`config.mk`:
```
export PLATFORM = sky130hd
export DESIGN_NAME = status_request_queue
export DESIGN_NICKNAME = d
export VERILOG_FILES = /design/src/rtl/status_request_queue.sv
export SDC_FILE = /design/constraint.sdc
export NUM_CORES = 1
export LEC_CHECK = 0
export BUFFER_PORTS_ARGS = -buffer_cell sky130_fd_sc_hd__clkbuf_2
export CAP_MARGIN = 10
export CORE_ASPECT_RATIO = 1.75
export CORE_MARGIN = 4
export CORE_UTILIZATION = 63
export CTS_BUF_LIST = sky130_fd_sc_hd__clkbuf_8
export DETAILED_ROUTE_END_ITERATION = 8
export HOLD_SLACK_MARGIN = 0.02
export PLACE_DENSITY_LB_ADDON = 0.15
export SLEW_MARGIN = 25
export SYNTH_ARGS = -nofsm -noshare
export SYNTH_HDL_FRONTEND = slang
export SYNTH_SLANG_ARGS = --single-unit
```
`constraint.sdc`:
```
create_clock -name clk -period 4.1 [get_ports clk]
set_input_delay 0.82 -clock clk [delete_from_list [all_inputs] [get_ports clk]]
set_output_delay 0.82 -clock clk [all_outputs]
set_load 0.05 [all_outputs]
```
`src/rtl/status_request_queue.sv`:
```
// Request FIFO in front of the status register file: accepts tagged read/write
// requests over valid/ready and presents the head entry until the downstream stage consumes it.
module status_request_queue #(
  parameter int WORD_WIDTH = 12,
  parameter int ADDR_WIDTH = 3,
  parameter int TAG_WIDTH  = 1,
  parameter int DEPTH_LOG2 = 2
) (
  input  logic                  clk,
  input  logic                  arst_n,
  input  logic                  i_req_valid,
  input  logic                  i_req_wen,
  input  logic [ADDR_WIDTH-1:0] i_req_addr,
  input  logic [WORD_WIDTH-1:0] i_req_data,
  output logic                  o_req_ready,
  output logic [TAG_WIDTH-1:0]  o_req_tag,
  input  logic                  i_flush,
  input  logic                  i_freeze,
  output logic [TAG_WIDTH-1:0]  o_tag,
  output logic [ADDR_WIDTH-1:0] o_addr,
  output logic [WORD_WIDTH-1:0] o_data,
  output logic                  o_wen,
  output logic                  o_valid,
  output logic [DEPTH_LOG2:0]   o_count
);

  localparam int DEPTH   = 1 << DEPTH_LOG2;
  localparam int ENTRY_W = TAG_WIDTH + 1 + ADDR_WIDTH + WORD_WIDTH;

  localparam logic [DEPTH_LOG2:0]   FULL_COUNT = (DEPTH_LOG2+1)'(DEPTH);
  localparam logic [DEPTH_LOG2:0]   COUNT_ONE  = (DEPTH_LOG2+1)'(1);
  localparam logic [DEPTH_LOG2-1:0] PTR_ONE    = DEPTH_LOG2'(1);
  localparam logic [TAG_WIDTH-1:0]  TAG_ONE    = TAG_WIDTH'(1);

  logic [ENTRY_W-1:0]    r_mem [DEPTH];
  logic [DEPTH_LOG2-1:0] r_wrPtr;
  logic [DEPTH_LOG2-1:0] r_rdPtr;
  logic [DEPTH_LOG2:0]   r_count;
  logic [TAG_WIDTH-1:0]  r_tagCnt;

  logic w_push;
  logic w_pop;

  // Ready ignores a same-cycle pop, so a full queue refuses even while draining.
  assign o_req_ready = (r_count != FULL_COUNT) & ~i_flush;
  assign o_req_tag   = r_tagCnt;
  assign o_valid     = (r_count != '0);
  assign o_count     = r_count;

  assign w_push = i_req_valid & o_req_ready;
  assign w_pop  = o_valid & ~i_freeze & ~i_flush;

  // Head is read straight out of storage; freeze holds it because the read pointer stops.
  assign {o_tag, o_wen, o_addr, o_data} = r_mem[r_rdPtr];

  always_ff @(posedge clk or negedge arst_n) begin
    if (!arst_n) begin
      r_wrPtr  <= '0;
      r_rdPtr  <= '0;
      r_count  <= '0;
      r_tagCnt <= '0;
      for (int i = 0; i < DEPTH; i++) begin
        r_mem[i] <= '0;
      end
    end else if (i_flush) begin
      // Flush empties the queue but keeps the tag sequence running.
      r_count <= '0;
      r_rdPtr <= r_wrPtr;
    end else begin
      if (w_push) begin
        r_mem[r_wrPtr] <= {r_tagCnt, i_req_wen, i_req_addr, i_req_data};
        r_wrPtr        <= r_wrPtr + PTR_ONE;
        r_tagCnt       <= r_tagCnt + TAG_ONE;
      end
      if (w_pop) begin
        r_rdPtr <= r_rdPtr + PTR_ONE;
      end
      case ({w_push, w_pop})
        2'b10:   r_count <= r_count + COUNT_ONE;
        2'b01:   r_count <= r_count - COUNT_ONE;
        default: r_count <= r_count;
      endcase
    end
  end

endmodule

```
==> flow_summary.yaml, run 1 <==
status:
  outcome: "completed"
final_layout:
  nets: 298
  postLayoutCellArea_mm2: 0.00416
  diodes: 0
  area_delta_synth_final_pct: 9.44
  drive_gt1_frac: 0.542
  ff_latch_area_mm2: 0.00190
  multi_input_area_mm2: 0.00173
  fillerInstances: 446
setup_path:
  critPathKind: "reg2out"
  startpoint_type: "flip-flop"
  crit_path_end_kind: "primary output"
  cp.arrival_ns: 2.12
  cp_max_fo: 19
  critPathRequiredTime_ns: 3.28
yosys:
  synth_largest_area_cell: "dfrtp_1"
  synth_top_area_frac: 0.500
  synth_cell_types: 37
  syn_avg_cell_area_um2: 16.3
  synth_fp_nets: 259
  ys_async_sr_fraction: 1.00
  syn_inst: 233
  ys_seq_elements: 76
  ys_warn_count: 0
  yosysMostFrequentCell: "dfrtp_1"
  synth_edf_count: 0
  synth_area_leaders: "dfrtp_1, mux2_4, mux4_2"
  synth_common_cells: "dfrtp_1, mux2_4, mux2_2"
  syn-cell-area_mm2: 0.00380
  seq_area_frac_synth: 0.500
  synth_flop_cell: "dfrtp_1"
global_routing:
  grt_util_met2: 0.329
  overflow: 0
  grt_pass1_wl_um: 11500
  gr-usage-met3: 0.0477
  use_met1: 0.277
  grt_max_degree: 77
  grt.busiest_layer: "met2"
  grt_pass1_vias: 2243
  grt_antenna_before_repair: 0
  grt_usage: 0.209
route:
  postRouteAntennaNets: 0
  wl_um: 6750
  drtIter0Drc: 80
  drc: 0
  vias_per_cell: 5.82
  drt-pass1-iter-count: 4
  via_count: 2055
  routedWlPerCell_um: 19.1
timing:
  setup_violations: 0
  fmax_mhz: 340
  grt_setup_unrepaired: "no"
  setup_tns_ns: 0
  period_share: 0.717
  drv_slew: 0
  worstMarginPinSlew_ns: 0.906
  hold_viol: 0
  slew_headroom: 0.396
  layout_min_cycle_time_ns: 2.94
  fin_worst_skew_ns: 0.00674
hold_path:
  hold_path.class: "in2async"
floorplan:
  ios: 44
  die_w_um: 66.7
  die_h_um: 111
  core_area_mm2: 0.00588
  dieArea_mm2: 0.00739
  initial_core_util: 0.647
  row_count: 37
run:
  drv_cap: 0
cts:
  cts_max_level: 3
  cts_tree: "yes"
  post_cts_resized: 0
  clk_latency_ns: 0.35
  cts_root_buffer: "clkbuf_8"
  holdBufCountCts: 0
  cts_sinks: 76
  cts_setup_buffers: 0
  clk_pin_slew_ns: 0.07
  tritoncts.num_buffers: 9
  clk_path_buf_depth: 2
power:
  p_leak_nw: 1.98
  irDropWorstVdd_v: 0.000521
  p_per_area_mw_per_mm2: 893
placed_design:
  place.gp.congestion: 0.788
  dp_hpwl_um: 4250
  portBuffers: 43
  placed_area_mm2: 0.00397
==> routing by layer <==
metal	vias to the layer above	routed length (um)
met2	36	3510
met4	0	118
met3	10	247
met1	1074	2870
met5	-	0
li1	935	-
==> layout by cell type (no fill, tap or decap), types with 2 or more instances in the layout <==
| master | count |
|---|---|
| nand2_1 | 2 |
| nor2_1 | 3 |
| ha_1 | 4 |
| dfrtp_1 | 75 |
| nand2b_1 | 2 |
| xnor2_1 | 2 |
| inv_1 | 5 |
| mux4_2 | 17 |
| mux2_2 | 29 |
| clkbuf_8 | 11 |
| o21a_1 | 2 |
| xor2_1 | 2 |
| a2111oi_0 | 2 |
| o21ai_0 | 3 |
| nand3b_1 | 3 |
| a21oi_1 | 2 |
| nor3_1 | 2 |
| or3_1 | 2 |
| nor2b_1 | 3 |
| clkbuf_2 | 42 |
| nand3_4 | 4 |
| nor4_1 | 2 |
| mux2_4 | 40 |
==> per-stage QoR <==
step | cells | setup slack, ns | total power [mW] | util | hold slack [ns]
4_1_cts | 353 | 1.09 | 3.75 | 0.707 | 0.508
6_report | 353 | 1.16 | 3.72 | 0.708 | 0.487
2_1_floorplan | 233 | 1.40 | 2.84 | - | 0.474
5_1_grt | 353 | 1.04 | 3.91 | 0.708 | 0.519
3_3_place_gp | 339 | 1.17 | 3.12 | 0.675 | 0.482
3_5_place_dp | 339 | 1.38 | 3.18 | 0.675 | 0.490
==> power by group <==
group	total, mW	internal [mW]	switching, mW
sequential	1.40	1.11	0.285
clock	0.565	0.305	0.260
combinational	1.75	0.812	0.939
total	3.72	2.23	1.48
==> registers in the layout, indices dropped and copies added, names as in the netlist <==
| register | count |
|---|---|
| r_mem | 68 |
| o_count | 3 |
| r_rdPtr | 2 |
| r_wrPtr | 2 |
| o_req_tag | 1 |
==> logic make-up (layout without fill, tap and decap cells) <==
group | Yosys count | in the layout | synth area share
mux | 86 | 86 | 0.344
fa+ha+maj | 5 | 5 | 0.0184
flops | 76 | 76 | 0.500
xor+xnor | 4 | 4 | 0.00921
simple gates | 28 | 28 | 0.0563
compound gates | 14 | 14 | 0.0260
buf+inv | 20 | 62 | 0.0457
==> area by class of cell <==
type                       instances  share of cell area
tap                               78              0.0234
sequential                        76               0.457
timing repair buffer              44              0.0550
multi-input combinational        137               0.415
inverter                           4             0.00361
clock buffer                      11              0.0364
clock inverter                     3             0.00932
==> worst max-delay path, stage by stage, from the launching register on <==
cell and delay [ns]:
dfrtp_2 0.77, buf_4 0.24, mux4_2 0.50, clkbuf_2 0.25
==> path summary, 6_finish.rpt <==
| kind | slack, ns | from | end | depth (start not counted) |
|---|---|---|---|---|
| max in group asynchronous | 3.13 | arst_n | r_rdPtr[0]$_DFFE_PN0P_ | 1 |
| setup reg to reg | 1.61 | o_count[0]$_DFFE_PN0P_ | o_count[2]$_DFFE_PN0P_ | 6 |
| min in group clk | 0.51 | r_mem[52]$_DFFE_PN0P_ | r_mem[52]$_DFFE_PN0P_ | 1 |
| hold reg to reg | 0.51 | r_mem[52]$_DFFE_PN0P_ | r_mem[52]$_DFFE_PN0P_ | 1 |
| setup / recovery | 1.16 | r_rdPtr[0]$_DFFE_PN0P_ | o_addr[2] | 3 |
| hold / removal | 0.49 | arst_n | r_mem[26]$_DFFE_PN0P_ | 1 |
Note: power is estimated with default switching activity, not from simulation.
==> run 2: changes to the inputs <==
--- a/config.mk
+++ b/config.mk
@@ -9,7 +9,7 @@
 export CAP_MARGIN = 10
 export CORE_ASPECT_RATIO = 1.75
 export CORE_MARGIN = 4
-export CORE_UTILIZATION = 63
+export CORE_UTILIZATION = 60
 export CTS_BUF_LIST = sky130_fd_sc_hd__clkbuf_8
 export DETAILED_ROUTE_END_ITERATION = 8
 export HOLD_SLACK_MARGIN = 0.02
==> constraint.sdc (replaced) <==
create_clock -name clk -period 3 [get_ports clk]
set_input_delay 0.6 -clock clk [delete_from_list [all_inputs] [get_ports clk]]
set_output_delay 0.6 -clock clk [all_outputs]
set_load 0.05 [all_outputs]
==> flow_summary.yaml, run 2 (synthesized netlist as in run 1, its figures left out) <==
status:
  outcome: "completed"
setup_path:
  cp_max_fo: 19
  reg2reg_depth: 6
  cp.arrival_ns: 1.99
  r2r_end: "o_count[2]$_DFFE_PN0P_"
  critPathRequiredTime_ns: 2.40
  r2r_start: "o_count[0]$_DFFE_PN0P_"
  startpoint_type: "flip-flop"
  slowest_stage: "dfrtp_1"
  critPathKind: "reg2out"
  r2r_setup_slack_ns: 0.53
  max_stage_delay_ns: 0.93
  worstPathCellList: "mux4_2 > clkbuf_2"
  crit_path_end_kind: "primary output"
timing:
  hold_viol: 0
  drv_slew: 0
  worstMarginPinSlew_ns: 0.909
  setup_tns_ns: 0
  setup_violations: 0
  fmax_mhz: 386
  slew_headroom: 0.394
  grt_setup_unrepaired: "no"
  period_share: 0.863
  fin_hold_ws_ns: 0.262
  fin_worst_skew_ns: 0.00525
  layout_min_cycle_time_ns: 2.59
  finalWorstSetupSlack_ns: 0.411
final_layout:
  drive_gt1_frac: 0.543
  diodes: 0
  fillerInstances: 460
  area_delta_synth_final_pct: 11.0
  regMostFlops: "r_mem"
  largest_reg_flops: 68
  nets: 299
  layout_commonest_cell: "dfrtp_1"
  stdcell_count: 358
  layout_common_cells: "dfrtp_1, clkbuf_2, mux2_4"
placed_design:
  placed_cells: 342
  portBuffers: 43
  place.gp.congestion: 0.800
  place_ws_ns: 0.548
  dp_hpwl_um: 4260
power:
  p_leak_nw: 2.01
  swShare: 0.393
  irDropWorstVdd_v: 0.000687
  p_sw_mw: 2.03
  total_power_mw: 5.17
  p_comb_frac: 0.472
  clockPowerShare: 0.168
  p_int_mw: 3.14
  power_frac_seq: 0.360
  p_per_area_mw_per_mm2: 1220
cts:
  tritoncts.num_buffers: 9
  cts_max_level: 3
  clk_latency_ns: 0.35
  cts_root_buffer: "clkbuf_8"
  cts_sinks: 76
  cts_tree: "yes"
  holdBufCountCts: 0
  clk_path_buf_depth: 2
  cts_setup_buffers: 0
  clk_pin_slew_ns: 0.08
  post_cts_resized: 0
hold_path:
  hold_path.class: "in2async"
floorplan:
  ios: 44
  die_w_um: 68.2
  die_h_um: 113
  dieArea_mm2: 0.00773
  core_area_mm2: 0.00618
  initial_core_util: 0.615
  row_count: 38
route:
  drc: 0
  via_count: 2057
  drtIter0Drc: 156
  vias_per_cell: 5.75
  postRouteAntennaNets: 0
  drt-pass1-iter-count: 4
  wl_um: 6530
  routedWlPerCell_um: 18.2
global_routing:
  grt_max_degree: 77
  overflow: 0
  grt_pass1_wl_um: 11100
  grt_usage: 0.195
  grt_pass1_vias: 2195
  grt_antenna_before_repair: 0
run:
  drv_cap: 0
==> run 2: cell count changes in the layout (fill, tap and decap cells not counted), sizes merged <==
cell      change
buf           +1
bufinv        +1
clkbuf        -1
clkinv        +1
clkinvlp      +1
==> run 2: final cells by class <==
class	instances	area, um^2	area share
clock inverters	6	88.8	0.0210
multi-input cells	137	1730	0.409
inverters	4	15.0	0.00356
repair buffers	45	249	0.0590
clock buffers	10	138	0.0326
well taps	80	100	0.0237
flip-flops and latches	76	1900	0.451
==> run 2: critical path, delay by kind of cell (launching register included) <==
kind | cells | cell delay [ns]
buffers and inverters | 1 | 0.26
flip-flops | 1 | 0.93
multiplexers | 1 | 0.43
==> run 2: worst max path at each step <==
stage                           start                      to  slack (ns)
3_5_place_dp   o_count[0]$_DFFE_PN0P_  o_count[2]$_DFFE_PN0P_        0.55
5_1_grt        o_count[0]$_DFFE_PN0P_  o_count[2]$_DFFE_PN0P_        0.27
6_report       r_rdPtr[1]$_DFFE_PN0P_               o_data[3]        0.41
2_1_floorplan  o_count[0]$_DFFE_PN0P_  o_count[2]$_DFFE_PN0P_        0.47
4_1_cts        r_rdPtr[1]$_DFFE_PN0P_               o_data[3]        0.37
3_3_place_gp   o_count[0]$_DFFE_PN0P_  o_count[2]$_DFFE_PN0P_        0.69
==> run 2: stage by stage <==
stage          area (um^2)  utilization
5_1_grt               4220        0.683
3_3_place_gp          3990        0.646
2_1_floorplan         3800            -
4_1_cts               4220        0.682
3_5_place_dp          3990        0.646
6_report              4220        0.683
==> run 2: layer usage <==
| layer | vias to the layer above | global-route usage | routed length (um) | share of wire |
|---|---|---|---|---|
| li1 | 941 | - | - | - |
| met1 | 1055 | 0.264 | 2820 | 0.43 |
| met2 | 44 | 0.293 | 3280 | 0.50 |
| met3 | 17 | 0.0377 | 239 | 0.037 |
| met4 | 0 | 0.102 | 195 | 0.030 |
| met5 | - | 0 | 0 | 0 |
==> run 2: power groups by stage <==
stage                     Combinational, mW  Sequential [mW]  Clock, mW
after global routing                   2.58             1.93      0.936
after detailed placement               2.47             1.89          0
final                                  2.44             1.86      0.867
after global placement                 2.43             1.85          0
after CTS                              2.48             1.86      0.891
after floorplan                        2.13             1.76          0
==> run 3: changes to the inputs <==
--- a/config.mk
+++ b/config.mk
@@ -5,7 +5,7 @@
 export SDC_FILE = /design/constraint.sdc
 export NUM_CORES = 1
 export LEC_CHECK = 0
-export BUFFER_PORTS_ARGS = -buffer_cell sky130_fd_sc_hd__clkbuf_2
+export BUFFER_PORTS_ARGS = -buffer_cell sky130_fd_sc_hd__buf_2
 export CAP_MARGIN = 10
 export CORE_ASPECT_RATIO = 1.75
 export CORE_MARGIN = 4
==> flow_summary.yaml, run 3 (synthesized netlist as in run 1, its figures left out) <==
final_layout:
  fillerInstances: 458
  drive_gt1_frac: 0.540
  regMostFlops: "r_mem"
  area_delta_synth_final_pct: 10.4
  multi_input_area_mm2: 0.00173
  largest_reg_flops: 68
  layout_common_cells: "dfrtp_1, buf_2, mux2_4"
  nets: 299
  layout_commonest_cell: "dfrtp_1"
  ff_latch_area_mm2: 0.00190
  diodes: 0
placed_design:
  place_ws_ns: 0.540
  place.gp.congestion: 0.775
  dp_hpwl_um: 4340
  portBuffers: 43
cts:
  cts_max_level: 3
  cts_setup_buffers: 0
  cts_root_buffer: "clkbuf_8"
  clk_latency_ns: 0.35
  tritoncts.num_buffers: 9
  cts_tree: "yes"
  holdBufCountCts: 0
  cts_sinks: 76
  clk_pin_slew_ns: 0.08
  post_cts_resized: 0
  clk_path_buf_depth: 2
setup_path:
  crit_buf_inv: 1
  cp_max_fo: 19
  max_stage_delay_ns: 0.94
  cp.arrival_ns: 1.95
  critPathTopFamily: "flip-flops"
  crit_path_end_kind: "primary output"
  critPathKind: "reg2out"
  startpoint_type: "flip-flop"
  critPathRequiredTime_ns: 2.40
  slowest_stage: "dfrtp_1"
  worstPathCellList: "mux4_2 > buf_2"
route:
  postRouteAntennaNets: 0
  drtIter0Drc: 156
  drc: 0
  vias_per_cell: 5.79
  wl_um: 6690
  drt-pass1-iter-count: 4
  routedWlPerCell_um: 18.7
  via_count: 2073
run:
  drv_cap: 0
timing:
  hold_viol: 0
  layout_min_cycle_time_ns: 2.55
  fin_worst_skew_ns: 0.00979
  fmax_mhz: 393
  slew_headroom: 0.396
  setup_tns_ns: 0
  grt_setup_unrepaired: "no"
  worstMarginPinSlew_ns: 0.905
  period_share: 0.849
  setup_violations: 0
  drv_slew: 0
  finalWorstSetupSlack_ns: 0.453
global_routing:
  grt_usage: 0.201
  grt_pass1_wl_um: 11400
  grt_pass1_vias: 2257
  overflow: 0
  grt_antenna_before_repair: 0
  grt_max_degree: 77
floorplan:
  die_w_um: 68.2
  core_area_mm2: 0.00618
  dieArea_mm2: 0.00773
  ios: 44
  initial_core_util: 0.615
  row_count: 38
  die_h_um: 113
status:
  outcome: "completed"
hold_path:
  hold_path.class: "in2async"
power:
  irDropWorstVdd_v: 0.000684
  p_leak_nw: 1.99
  p_per_area_mw_per_mm2: 1220
==> run 3: cell types whose count changed in the layout (fill, tap and decap cells not counted) <==
cell	delta
buf_2	+42
clkinvlp_4	+1
clkbuf_8	+1
clkinv_4	-2
bufinv_16	-1
clkbuf_2	-42
inv_1	+1
==> run 3: final timing paths <==
path                                     endpoint  slack [ns]                   start  depth (start not counted)
min                          r_mem[7]$_DFFE_PN0P_        0.25                  arst_n                          1
max reg2reg                o_count[2]$_DFFE_PN0P_        0.52  o_count[0]$_DFFE_PN0P_                          6
max in group asynchronous    r_mem[0]$_DFFE_PN0P_        2.26                  arst_n                          1
min in group clk            r_mem[18]$_DFFE_PN0P_        0.51   r_mem[18]$_DFFE_PN0P_                          1
min reg2reg                 r_mem[18]$_DFFE_PN0P_        0.51   r_mem[18]$_DFFE_PN0P_                          1
max                                         o_tag        0.45  r_rdPtr[1]$_DFFE_PN0P_                          2
==> run 3: cell type report <==
| type | instances | share of cell area |
|---|---|---|
| multi-input cells | 137 | 0.412 |
| flip-flops and latches | 76 | 0.453 |
| well taps | 80 | 0.0238 |
| clock buffers | 11 | 0.0361 |
| inverters | 4 | 0.00358 |
| repair buffers | 45 | 0.0593 |
| clock inverters | 5 | 0.0125 |
==> run 3: where the power goes <==
part           leakage (nW)  switching, mW  internal [mW]
registers             0.916          0.338           1.52
clock network         0.104          0.367          0.424
logic                 0.974           1.32           1.13
total                  1.99           2.02           3.08
==> run 3: metal layers <==
metal	up-vias	GRT usage	part of all wire
li1	945	-	-
met1	1075	0.281	0.43
met4	0	0.0757	0.020
met2	43	0.303	0.51
met3	10	0.0467	0.040
met5	-	0	0
==> run 3: stage by stage <==
stage               total power, mW  utilization  instance area, um^2  cells  hold WS (ns)
finish                         5.10        0.679                 4200    358         0.252
floorplan                      3.89            -                 3800    233         0.304
CTS                            5.16        0.679                 4190    358         0.413
global placement               4.29        0.646                 3990    342         0.482
global route                   5.39        0.679                 4200    358         0.302
detailed placement             4.36        0.646                 3990    342         0.492
==> run 3: worst register-to-register path: stages (launching register included) <==
cell      delay [ns]
dfrtp_1         0.51
nor3_1          0.52
nor4_1          0.14
fa_1            0.45
or3_1           0.34
a311oi_1        0.28
o311a_1         0.20
